$ cat src/rtl/clock_divider_ctrl.sv
// Programmable integer clock divider with glitch-free ratio-change handshake.
// Ports: clock/reset_n source clock and async active-low reset; div_valid/
//   div_bits/div_ready offer a divisor code D (ratio D+1); div_done pulses
//   when it takes effect; cur_div is the code in use; clock_out is the
//   flopped divided clock; tick pulses in the cycle clock_out rises.
// Optional: define CLOCK_DIVIDER_STOP_EN to add a `stop` input that parks
//   the divider low at a period boundary.
module clock_divider_ctrl #(
  parameter int WIDTH     = 8,
  parameter int RESET_DIV = 3
) (
  input  logic             clock,
  input  logic             reset_n,
`ifdef CLOCK_DIVIDER_STOP_EN
  input  logic             stop,
`endif
  input  logic             div_valid,
  input  logic [WIDTH-1:0] div_bits,
  output logic             div_ready,
  output logic             div_done,
  output logic [WIDTH-1:0] cur_div,
  output logic             clock_out,
  output logic             tick
);

  localparam logic [WIDTH-1:0] RST_RAW = WIDTH'(RESET_DIV);
  localparam logic [WIDTH-1:0] RST_D =
    (RST_RAW == '0) ? WIDTH'(1) : RST_RAW;

  typedef enum logic {
    IDLE,
    PENDING
  } state_t;

  state_t           state_q, state_d;
  logic [WIDTH:0]   cnt_q, cnt_d;
  logic [WIDTH-1:0] pend_q, pend_d;
  logic [WIDTH-1:0] cur_q, cur_d;
  logic             co_d, tick_d, done_d;

  logic             boundary, apply, halt;
  logic [WIDTH-1:0] div_eff;
  logic [WIDTH:0]   r_m1, high;

  always_comb begin
    boundary = (cnt_q == {1'b0, cur_q});
    apply    = boundary && (state_q == PENDING);
    // On the apply cycle the new ratio governs the restarted period.
    div_eff  = apply ? pend_q : cur_q;
    r_m1     = {1'b0, div_eff};
    high     = (r_m1 + 1'b1) >> 1;
`ifdef CLOCK_DIVIDER_STOP_EN
    halt     = boundary && stop;
`else
    halt     = 1'b0;
`endif
    if (halt)
      cnt_d = r_m1;
    else if (boundary)
      cnt_d = '0;
    else
      cnt_d = cnt_q + 1'b1;
    co_d   = !halt && (cnt_d < high);
    tick_d = !halt && (cnt_d == '0);
    done_d = apply;
    cur_d  = div_eff;
  end

  always_comb begin
    state_d   = state_q;
    pend_d    = pend_q;
    div_ready = 1'b0;
    unique case (state_q)
      IDLE: begin
        div_ready = 1'b1;
        if (div_valid) begin
          pend_d  = (div_bits == '0) ? WIDTH'(1) : div_bits;
          state_d = PENDING;
        end
      end
      PENDING: begin
        if (apply)
          state_d = IDLE;
      end
      default: state_d = IDLE;
    endcase
  end

  always_ff @(posedge clock or negedge reset_n) begin
    if (!reset_n) begin
      state_q   <= IDLE;
      cnt_q     <= {1'b0, RST_D};
      pend_q    <= RST_D;
      cur_q     <= RST_D;
      clock_out <= 1'b0;
      tick      <= 1'b0;
      div_done  <= 1'b0;
    end else begin
      state_q   <= state_d;
      cnt_q     <= cnt_d;
      pend_q    <= pend_d;
      cur_q     <= cur_d;
      clock_out <= co_d;
      tick      <= tick_d;
      div_done  <= done_d;
    end
  end

  assign cur_div = cur_q;

endmodule

$ cat config.mk
export PLATFORM = sky130hd
export DESIGN_NAME = clock_divider_ctrl
export DESIGN_NICKNAME = d
export VERILOG_FILES = /design/src/rtl/clock_divider_ctrl.sv
export SDC_FILE = /design/constraint.sdc
export NUM_CORES = 1
export LEC_CHECK = 0
export ABC_AREA = 1
export BUFFER_PORTS_ARGS = -buffer_cell sky130_fd_sc_hd__clkbuf_2
export CAP_MARGIN = 20
export CORE_ASPECT_RATIO = 1.25
export CORE_MARGIN = 5
export CORE_UTILIZATION = 57
export CTS_CLUSTER_SIZE = 20
export DETAILED_ROUTE_END_ITERATION = 10
export PLACE_DENSITY = 0.81
export SKIP_LAST_GASP = 1
export SYNTH_ARGS = -nofsm -noshare
export SYNTH_HDL_FRONTEND = slang
export SYNTH_SLANG_ARGS = --single-unit
$ cat constraint.sdc
create_clock -name clock -period 3 [get_ports clock]
set_input_delay 0.15 -clock clock [delete_from_list [all_inputs] [get_ports clock]]
set_output_delay 0.15 -clock clock [all_outputs]
set_load 0.01 [all_outputs]
==> results of run 1 <==
## area by class of cell
type	instances	area (um2)	area share, %
Inverter	40	150	7.50
Timing Repair Buffer	24	128	6.37
Multi-Input combinational cell	148	896	44.7
Clock buffer	8	48.8	2.44
Sequential cell	29	734	36.7
Tap cell	36	45.0	2.25
## layer usage
layer / GRT usage [%] / wire (um) / vias to the layer above
li1: - / - / 760
met1: 22.2 / 1520 / 680
met2: 35.2 / 1960 / 33
met3: 5.52 / 176 / 12
met4: 8.87 / 104 / 0
met5: 0 / 0 / -
## power groups by stage
stage	registers [mW]	clock network, mW	logic [mW]
final	0.766	0.224	1.28
after global routing	0.796	0.248	1.48
after CTS	0.765	0.230	1.22
after detailed placement	0.773	0	1.20
after global placement	0.767	0	1.16
after floorplan	0.744	0	0.911
## registers in the layout (all words and copies together) (netlist names)
signal / count
pend_q: 8
cur_div: 8
clock_out: 1
state_q: 1
tick: 1
div_done: 1
cnt_q: 9
## worst max-delay path, cell delays in order (launching register included)
cell and delay [ps]:
dfrtp_1 400, inv_2 70, a21oi_1 160, nand3_2 200, nor2_8 200, nand3_4 120, nand2_1 90, nand2_1 100
ha_1 240, nand2_1 110, nor2_4 50, xor2_1 140, ha_1 300, nand2_1 80, nor2_1 50, a211oi_1 150
o21ai_0 110, nor2_1 90
## logic make-up after synthesis
logic type,count (synthesis),share of synthesized area [%]
AO/OA/AOI/OAI,19,6.26
buffers and inverters,42,9.03
adder cells (fa/ha/maj),9,6.40
multiplexers,4,2.56
XOR/XNOR,4,1.99
flip-flops,29,41.6
AND/OR/NAND/NOR,110,32.1
## cells in the final DEF (no fill, tap or decap)
cell type,netlist,routed
a211oi_1,1,1
a21oi_1,4,4
a41oi_1,1,1
buf_4,0,1
clkbuf_1,1,3
clkbuf_2,0,22
clkbuf_4,0,5
dfrtp_1,23,22
dfrtp_2,0,1
dfstp_2,6,6
dlygate4sd3_1,0,1
ha_1,9,9
inv_1,28,28
inv_2,12,12
mux2_2,4,4
nand2_1,54,54
nand2_2,6,6
nand3_1,13,12
nand3_2,1,2
nand3_4,1,1
nand3b_1,1,1
nand4_1,8,8
nand4_2,1,1
nand4_4,1,1
nor2_1,18,18
nor2_4,2,4
nor2_8,2,2
nor3_1,1,1
nor4_1,1,1
o211ai_1,1,1
o21ai_0,10,10
o21ai_2,1,1
o21bai_1,1,1
xnor2_1,2,2
xor2_1,2,2
## final timing paths
path / to / slack, ps / depth (start not counted)
worst max-delay path: clock_out / 290 / 17
worst min-delay path: pend_q[1] / 30 / 3
worst max register to register: clock_out / 290 / 17
worst min register to register: pend_q[0] / 490 / 2
max in group asynchronous: cur_div[5] / 2130 / 2
min in group asynchronous: pend_q[2] / 380 / 2
## what timing repair did
item | CTS | global route
resized for setup | 0 | 2
endpoints found under the setup margin | 0 | 1
hold endpoints to repair | 23 | 0
hold buffers | 1 | 0
buffers inserted | 0 | 1
==> reports/results.ini, run 1 <==
[synth]
syn_avg_cell_area_um2=8.11
netlist.top_cell.by_area=dfrtp_1
synthCells=217
synth_nets=237
ys_ff_latch=29
synthTopCellsByCount=nand2_1, inv_1, dfrtp_1
synth.most_common_cell=nand2_1
async_reset_ff_share_pct=100
ys_top_cells_by_area=dfrtp_1, nand2_1, dfstp_2
syn_area_mm2=0.00176
synth.distinct_cells=31
ys_warn_count=0
synth_enable_flop_cells=0
synth-main-ff-cell=dfrtp_1
yosys.area.top_type_share_pct=32.7
ys_seq_area_share_pct=41.6

[critical_path]
crit_path_start_kind=flip-flop
r2r-start=cur_div[7]
cp.arrival_ps=2990
endpoint_kind=flip-flop
cp-startpoint=cur_div[7]
setup.worst_path.class=flip-flop to flip-flop
cp.required_ps=3280
critical_path.max_fanout=8

[global_routing]
grt_max_degree=30
grt_pass1_vias=1456
grtUsageTotal_pct=20.1
grt_pass1_wl_um=6380
grt_antenna_before_repair=0
grt-ovfl-total=0

[flow_run]
maxCapViolCount=0

[die]
rows=22
die_w_um=59.7
start_util_pct=59.8
die_area_mm2=0.00431
coreArea_mm2=0.00295
io_pins=23
die_h_um=72.1

[pwr]
p_sw_mw=1.11
switching_share_pct=48.8
p_int_mw=1.16
clock_power_share_pct=9.8
powerDensity_mw_per_mm2=1130
pwr-share-seq_pct=33.7
power_frac_comb_pct=56.4
power_mw=2.27
ir_worst_vdd_uv=579
p_leak_nw=1.04

[final_layout]
fillers=240
drive_gt1_share_pct=27.7
postLayoutCoreUtil_pct=68.0
fin_cells=285
insertedDiodeCount=0
fin_area_mm2=0.00200
final_net_count=268
syn2layout_area_growth_pct=13.7

[routing]
ant_nets=0
drt_pass1_iterations=4
initialDrtViolationCount=41
vias=1485
viasPerCell=5.21
wl_um=3760
wl_per_cell_um=13.2
drc=0

[timing]
finalHoldViolations=0
tns_ps=0
setup_viol=0
finClkSkew_ps=5.44
relSlewSlack_pct=53.2
slew_violations=0
worst_pin_slew_ps=701
setup_ws_ps=289
fmax_mhz=369
post-route-period-util_pct=90.4
whs_ps=28.3
min_period_ps=2710

[hold_path]
min_path_type=input pin to flip-flop
hold_path_startpoint=div_bits[1]

[placement]
place_inst=273
dp_slack_ps=246
dp_hpwl_um=2840
placed_cell_area_mm2=0.00191
portBuffers=22
gp_congestion=0.804

[clock_tree]
clkSinkCount=29
cts_buffers=5
clockRootBuffer=clkbuf_4
clk_pin_slew_ps=80
clkLatencyLatePin_ps=340
cts_buffer_depth=2
cts_tree=yes
h-tree-depth=2

[run_status]
status=complete, no violations

No activity file was read; power rests on OpenSTA's default activity.
==> inputs of run 2 (changes only) <==
--- a/config.mk
+++ b/config.mk
@@ -13,6 +13,7 @@
 export CORE_UTILIZATION = 57
 export CTS_CLUSTER_SIZE = 20
 export DETAILED_ROUTE_END_ITERATION = 10
+export MAX_ROUTING_LAYER = met4
 export PLACE_DENSITY = 0.81
 export SKIP_LAST_GASP = 1
 export SYNTH_ARGS = -nofsm -noshare
==> run 2 against run 1 <==
Wire length decreased by 1.5%. Worst setup slack worse by 5.7 ps. Via count shrank 1.0%. Critical path depth unchanged. Worst hold slack improved by 6.1 ps. Utilization shrank 0.68 points. Global-route usage rose by 0.58 points. Sequential power hardly changed. Clock skew about the same. Register-to-register slack about the same. Final area shrank 1.0%. Critical path type unchanged. Highest routed layer unchanged.
==> reports/results.ini, run 2 (synthesized netlist as in run 1, its figures left out) <==
[timing]
min_period_ps=2720  ; +5.67 ps
tns_ps=0  ; unchanged
setup_ws_ps=283  ; -5.67 ps
slew_violations=0  ; unchanged
fmax_mhz=368  ; -0.21%
finalHoldViolations=0  ; unchanged
rsz0062_at_grt=no
setup_viol=0  ; unchanged
finClkSkew_ps=5.07  ; -0.374 ps
post-route-period-util_pct=90.6  ; +0.19 points
relSlewSlack_pct=53.9  ; +0.70 points
worst_pin_slew_ps=691  ; -10.5 ps

[pwr]
powerDensity_mw_per_mm2=1130  ; -0.51%
ir_worst_vdd_uv=567  ; -2.1%
p_leak_nw=1.03  ; -0.55%

[global_routing]
grtUsageTotal_pct=20.7  ; +0.58 points
grt_pass1_vias=1452  ; -0.27%
grt_max_degree=30  ; unchanged
met1_usage_pct=22.1  ; -0.11 points
grt-ovfl-total=0  ; unchanged
busiest_layer=met2
gr-usage-met3_pct=5.52  ; unchanged
grt_pass1_wl_um=6360  ; -0.22%
grt_antenna_before_repair=0  ; unchanged
met2_usage_pct=35.1  ; -0.12 points

[critical_path]
endpoint_kind=flip-flop
r2r-end=clock_out
cp.required_ps=3280  ; about the same
setup.worst_path.class=flip-flop to flip-flop
r2r-start=cur_div[1]
cp-startpoint=cur_div[1]
r2r_setup_slack_ps=280  ; about the same
cp.arrival_ps=2990  ; about the same
crit_path_start_kind=flip-flop
r2r_cells=17  ; unchanged
critical_path.max_fanout=9  ; +1

[hold_path]
min_path_type=input pin to flip-flop
hold_path_startpoint=div_bits[1]
min_to=pend_q[1]
hold_depth=3  ; unchanged

[routing]
ant_nets=0  ; unchanged
wl_um=3700  ; -1.5%
drt_pass1_iterations=4  ; unchanged
vias=1470  ; -1.0%
viasPerCell=5.19  ; -0.31%
initialDrtViolationCount=47  ; +15%
wl_per_cell_um=13.1  ; -0.79%
drc=0  ; unchanged

[die]
start_util_pct=59.8  ; unchanged
rows=22  ; unchanged
die_h_um=72.1  ; unchanged
coreArea_mm2=0.00295  ; unchanged
die_area_mm2=0.00431  ; unchanged
die_w_um=59.7  ; unchanged
io_pins=23  ; unchanged

[placement]
gp_congestion=0.815  ; +1.4%
portBuffers=22  ; unchanged
placed_cell_area_mm2=0.00191  ; unchanged
dp_hpwl_um=2840  ; unchanged
dp_slack_ps=246  ; unchanged

[final_layout]
regMostFlops=cnt_q
largest_reg_flops=9  ; unchanged
final_cell_mix=nand2_1, inv_1, dfrtp_1
fillers=246  ; +2.5%
insertedDiodeCount=0  ; unchanged
final_net_count=266  ; -0.75%
drive_gt1_share_pct=26.7  ; -0.99 points
layout_commonest_cell=nand2_1
fin_area_mm2=0.00198  ; -1.0%
syn2layout_area_growth_pct=12.6

[clock_tree]
clk_pin_slew_ps=90  ; about the same
cts_buffer_depth=2  ; unchanged
clkSinkCount=29  ; unchanged
cts_buffers=5  ; unchanged
cts_tree=yes
h-tree-depth=2  ; unchanged
clkLatencyLatePin_ps=340  ; about the same
clockRootBuffer=clkbuf_4

[flow_run]
maxCapViolCount=0  ; unchanged

[run_status]
status=complete, no violations

==> run 2: critical path, stage by stage, from the launching register on <==
cell,delay (ps)
dfstp_2,560
inv_1,50
nand2_1,90
nand4_4,130
nor2_8,200
nand3_4,140
nand2_1,90
nand2_1,100
ha_1,240
nand2_1,110
nor2_4,50
xor2_1,140
ha_1,300
nand2_1,80
nor2_1,50
a211oi_1,150
o21ai_0,110
nor2_1,90
==> run 2: repair_timing <==
item	CTS	global route
gates resized for setup	0	1
endpoints found under the setup margin	0	1
hold endpoints to repair	23	0
hold buffers	1	0
buffers inserted	0	0
==> run 2: layout make-up <==
type / count / area, um2 / area share (%)
tap: 36 / 45.0 / 2.27
sequential: 29 / 733 / 37.0
multi-input combinational: 147 / 885 / 44.6
inverter: 40 / 150 / 7.58
clock buffer: 8 / 48.8 / 2.46
timing repair buffer: 23 / 120 / 6.06
==> run 2: report_power, final <==
part	internal (mW)	switching, mW	total (mW)
combinational	0.459	0.791	1.25
clock	0.0931	0.130	0.223
sequential	0.596	0.168	0.764
==> run 2: per-stage QoR <==
step | std cells | power [mW] | util, % | hold slack (ps)
2_1_floorplan | 217 | 1.65 | - | -146
3_3_place_gp | 273 | 1.93 | 64.7 | 220
3_5_place_dp | 273 | 1.97 | 64.7 | 225
4_1_cts | 282 | 2.21 | 66.7 | 23.2
5_1_grt | 283 | 2.48 | 67.3 | 35.2
6_report | 283 | 2.24 | 67.3 | 34.4
==> run 2: worst max path at each step <==
stage / endpoint / slack [ps] / cells after the start
2_1_floorplan: clock_out / 460 / 17
3_3_place_gp: clock_out / 300 / 17
3_5_place_dp: clock_out / 250 / 17
4_1_cts: clock_out / 230 / 17
5_1_grt: clock_out / 3 / 17
6_report: clock_out / 280 / 17
==> run 2: metal layers <==
metal	vias to the layer above	part of all wire [%]
met1	672	40
met5	-	0
li1	755	-
met2	31	52
met4	0	2.7
met3	12	4.5
==> inputs of run 3 (changes only) <==
--- a/config.mk
+++ b/config.mk
@@ -15,7 +15,9 @@
 export DETAILED_ROUTE_END_ITERATION = 10
 export MAX_ROUTING_LAYER = met4
 export PLACE_DENSITY = 0.81
+export RECOVER_POWER = 100
 export SKIP_LAST_GASP = 1
+export SLEW_MARGIN = 15
 export SYNTH_ARGS = -nofsm -noshare
 export SYNTH_HDL_FRONTEND = slang
 export SYNTH_SLANG_ARGS = --single-unit
==> constraint.sdc (replaced) <==
create_clock -name clock -period 3 [get_ports clock]
set_input_delay 0.45 -clock clock [delete_from_list [all_inputs] [get_ports clock]]
set_output_delay 0.45 -clock clock [all_outputs]
set_load 0.01 [all_outputs]
==> run 3 against run 2 <==
The run now ends with max-capacitance violations left. Cell count is 0.35% lower. Sequential cell count stayed put. Sequential share of layout area is 0.64 points higher. Wire length is 0.35% lower. Die area stayed put. Worst hold slack better by 300 ps. First-iteration DRC count stayed put. Largest power group unchanged. Highest routed layer unchanged.
==> reports/results.ini, run 3 (synthesized netlist as in run 1, its figures left out) <==
[global_routing]
grt_pass1_vias=1449  ; -0.21%
grtUsageTotal_pct=20.7  ; -0.037 points
grt-ovfl-total=0  ; unchanged
grt_max_degree=30  ; unchanged
grt_pass1_wl_um=6350  ; -0.20%
grt_antenna_before_repair=0  ; unchanged

[timing]
whs_ps=336  ; +302 ps
rsz0062_at_grt=no
finClkSkew_ps=5.60  ; +0.528 ps
relSlewSlack_pct=0.737  ; -53 points
setup_viol=0  ; unchanged
finalHoldViolations=0  ; unchanged
fmax_mhz=367  ; -0.27%
worst_pin_slew_ps=1490  ; +798 ps
min_period_ps=2720  ; +7.49 ps
tns_ps=0  ; unchanged
post-route-period-util_pct=90.8  ; +0.25 points
slew_violations=0  ; unchanged

[clock_tree]
clkLatencyLatePin_ps=330  ; about the same
cts_buffers=5  ; unchanged
cts_tree=yes
clockRootBuffer=clkbuf_4
clkSinkCount=29  ; unchanged
clk_pin_slew_ps=90  ; about the same
h-tree-depth=2  ; unchanged
cts_buffer_depth=2  ; unchanged

[critical_path]
r2r-start=cnt_q[0]
critical_path.max_stage_delay_ps=620  ; +60 ps
cp.required_ps=3270  ; about the same
cp.arrival_ps=3000  ; about the same
setup.worst_path.class=flip-flop to flip-flop
endpoint_kind=flip-flop
slowest_stage=dfstp_1
r2r_setup_slack_ps=280  ; about the same
crit_path_start_kind=flip-flop
critical_path.max_fanout=8  ; -1
crit_chain=inv_2, nand2_1, nand3_2, nor2_8, nand3_4, nand2_1, nand2_1, ha_1, nand2_1, nor2_4, xor2_1, ha_1, nand2_1, nor2_1, a211oi_1, o21ai_0, nor2_1
r2r_cells=17  ; unchanged
r2r-end=clock_out
crit_path_frequent_cell=nand2_1

[final_layout]
layout_commonest_cell=nand2_1
fin_area_mm2=0.00195  ; -1.7%
largest_reg_flops=9  ; unchanged
insertedDiodeCount=0  ; unchanged
final_net_count=265  ; -0.38%
fin_cells=282  ; -0.35%
final_cell_mix=nand2_1, inv_1, dfrtp_1
regMostFlops=cnt_q
syn2layout_area_growth_pct=10.7
drive_gt1_share_pct=19.1  ; -7.6 points

[routing]
top_layer_used=met4
wl_met2_um=1960  ; +0.93%
wl_met3_um=214  ; +27%
wirelength_met1_um=1420  ; -5.1%
wl_per_cell_um=13.1  ; about the same
drc=0  ; unchanged
wl_um=3690  ; -0.35%
ant_nets=0  ; unchanged
vias=1478  ; +0.54%
viasPerCell=5.24  ; +0.90%
initialDrtViolationCount=47  ; unchanged
drt_pass1_iterations=4  ; unchanged

[die]
die_h_um=72.1  ; unchanged
rows=22  ; unchanged
start_util_pct=59.8  ; unchanged
die_w_um=59.7  ; unchanged
die_area_mm2=0.00431  ; unchanged
coreArea_mm2=0.00295  ; unchanged
io_pins=23  ; unchanged

[pwr]
powerDensity_mw_per_mm2=1130  ; +0.22%
p_leak_nw=0.998  ; -3.4%
ir_worst_vdd_uv=555  ; -2.0%

[placement]
portBuffers=22  ; unchanged
placed_cell_area_mm2=0.00191  ; unchanged
gp_congestion=0.815  ; unchanged
place_inst=273  ; unchanged
dp_hpwl_um=2840  ; unchanged

[run_status]
violations=max-capacitance violations
status=complete, but fails checks

[flow_run]
maxCapViolCount=1  ; +1

[hold_path]
hold_path_startpoint=div_bits[1]
min_to=pend_q[1]
min_path_type=input pin to flip-flop
hold_depth=3  ; unchanged

run 3: changes by cell type in the layout (fill, tap and decap cells not counted), sizes merged:
cell         previous run  this run
dlygate4sd3             1         0
run 3: worst max-delay path, delay by kind of cell (launching register included):
kind                     cells  cell delay (ps)
flip-flops                   1              620
adder cells (fa/ha/maj)      2              530
AO/OA/AOI/OAI                2              260
AND/OR/NAND/NOR             11             1090
buffers and inverters        1               40
XOR/XNOR                     1              140
run 3: how the worst max path moves through the flow:
stage / from / to / cells past startpoint
global route: cnt_q[0] / clock_out / 16
CTS: cnt_q[1] / clock_out / 17
floorplan: cur_div[0] / clock_out / 17
global placement: cnt_q[1] / clock_out / 17
detailed placement: cnt_q[1] / clock_out / 17
finish: cnt_q[0] / clock_out / 17
run 3: area by class of cell:
class,instances,area [um2]
inverter,40,150
timing repair buffer,22,96.3
sequential,29,733
multi-input combinational,147,875
clock buffer,8,48.8
tap,36,45.0
fill,256,997
run 3: layer usage:
metal / up-vias / GRT usage, %
met3: 11 / 5.52
met4: 0 / 9.36
met5: - / -
met2: 43 / 35.1
li1: 750 / -
met1: 674 / 22.0
run 3: timing repair:
action,in CTS,in global routing
setup endpoints to repair,0,1
setup buffers,0,0
resized for setup,0,1
hold buffers,0,0
run 3: power breakdown:
| group | total, mW | switching, mW | internal (mW) |
|---|---|---|---|
| Combinational | 1.22 | 0.782 | 0.441 |
| Sequential | 0.759 | 0.167 | 0.592 |
| Clock | 0.222 | 0.129 | 0.0931 |
| Total | 2.20 | 1.08 | 1.13 |
run 3: per-stage QoR:
stage	power (mW)	utilization, %	setup WS (ps)
after floorplan	1.65	-	462
after global placement	1.93	64.7	301
after detailed placement	1.97	64.7	246
after CTS	2.21	66.4	227
after global routing	2.45	66.1	1.29
final	2.20	66.1	276
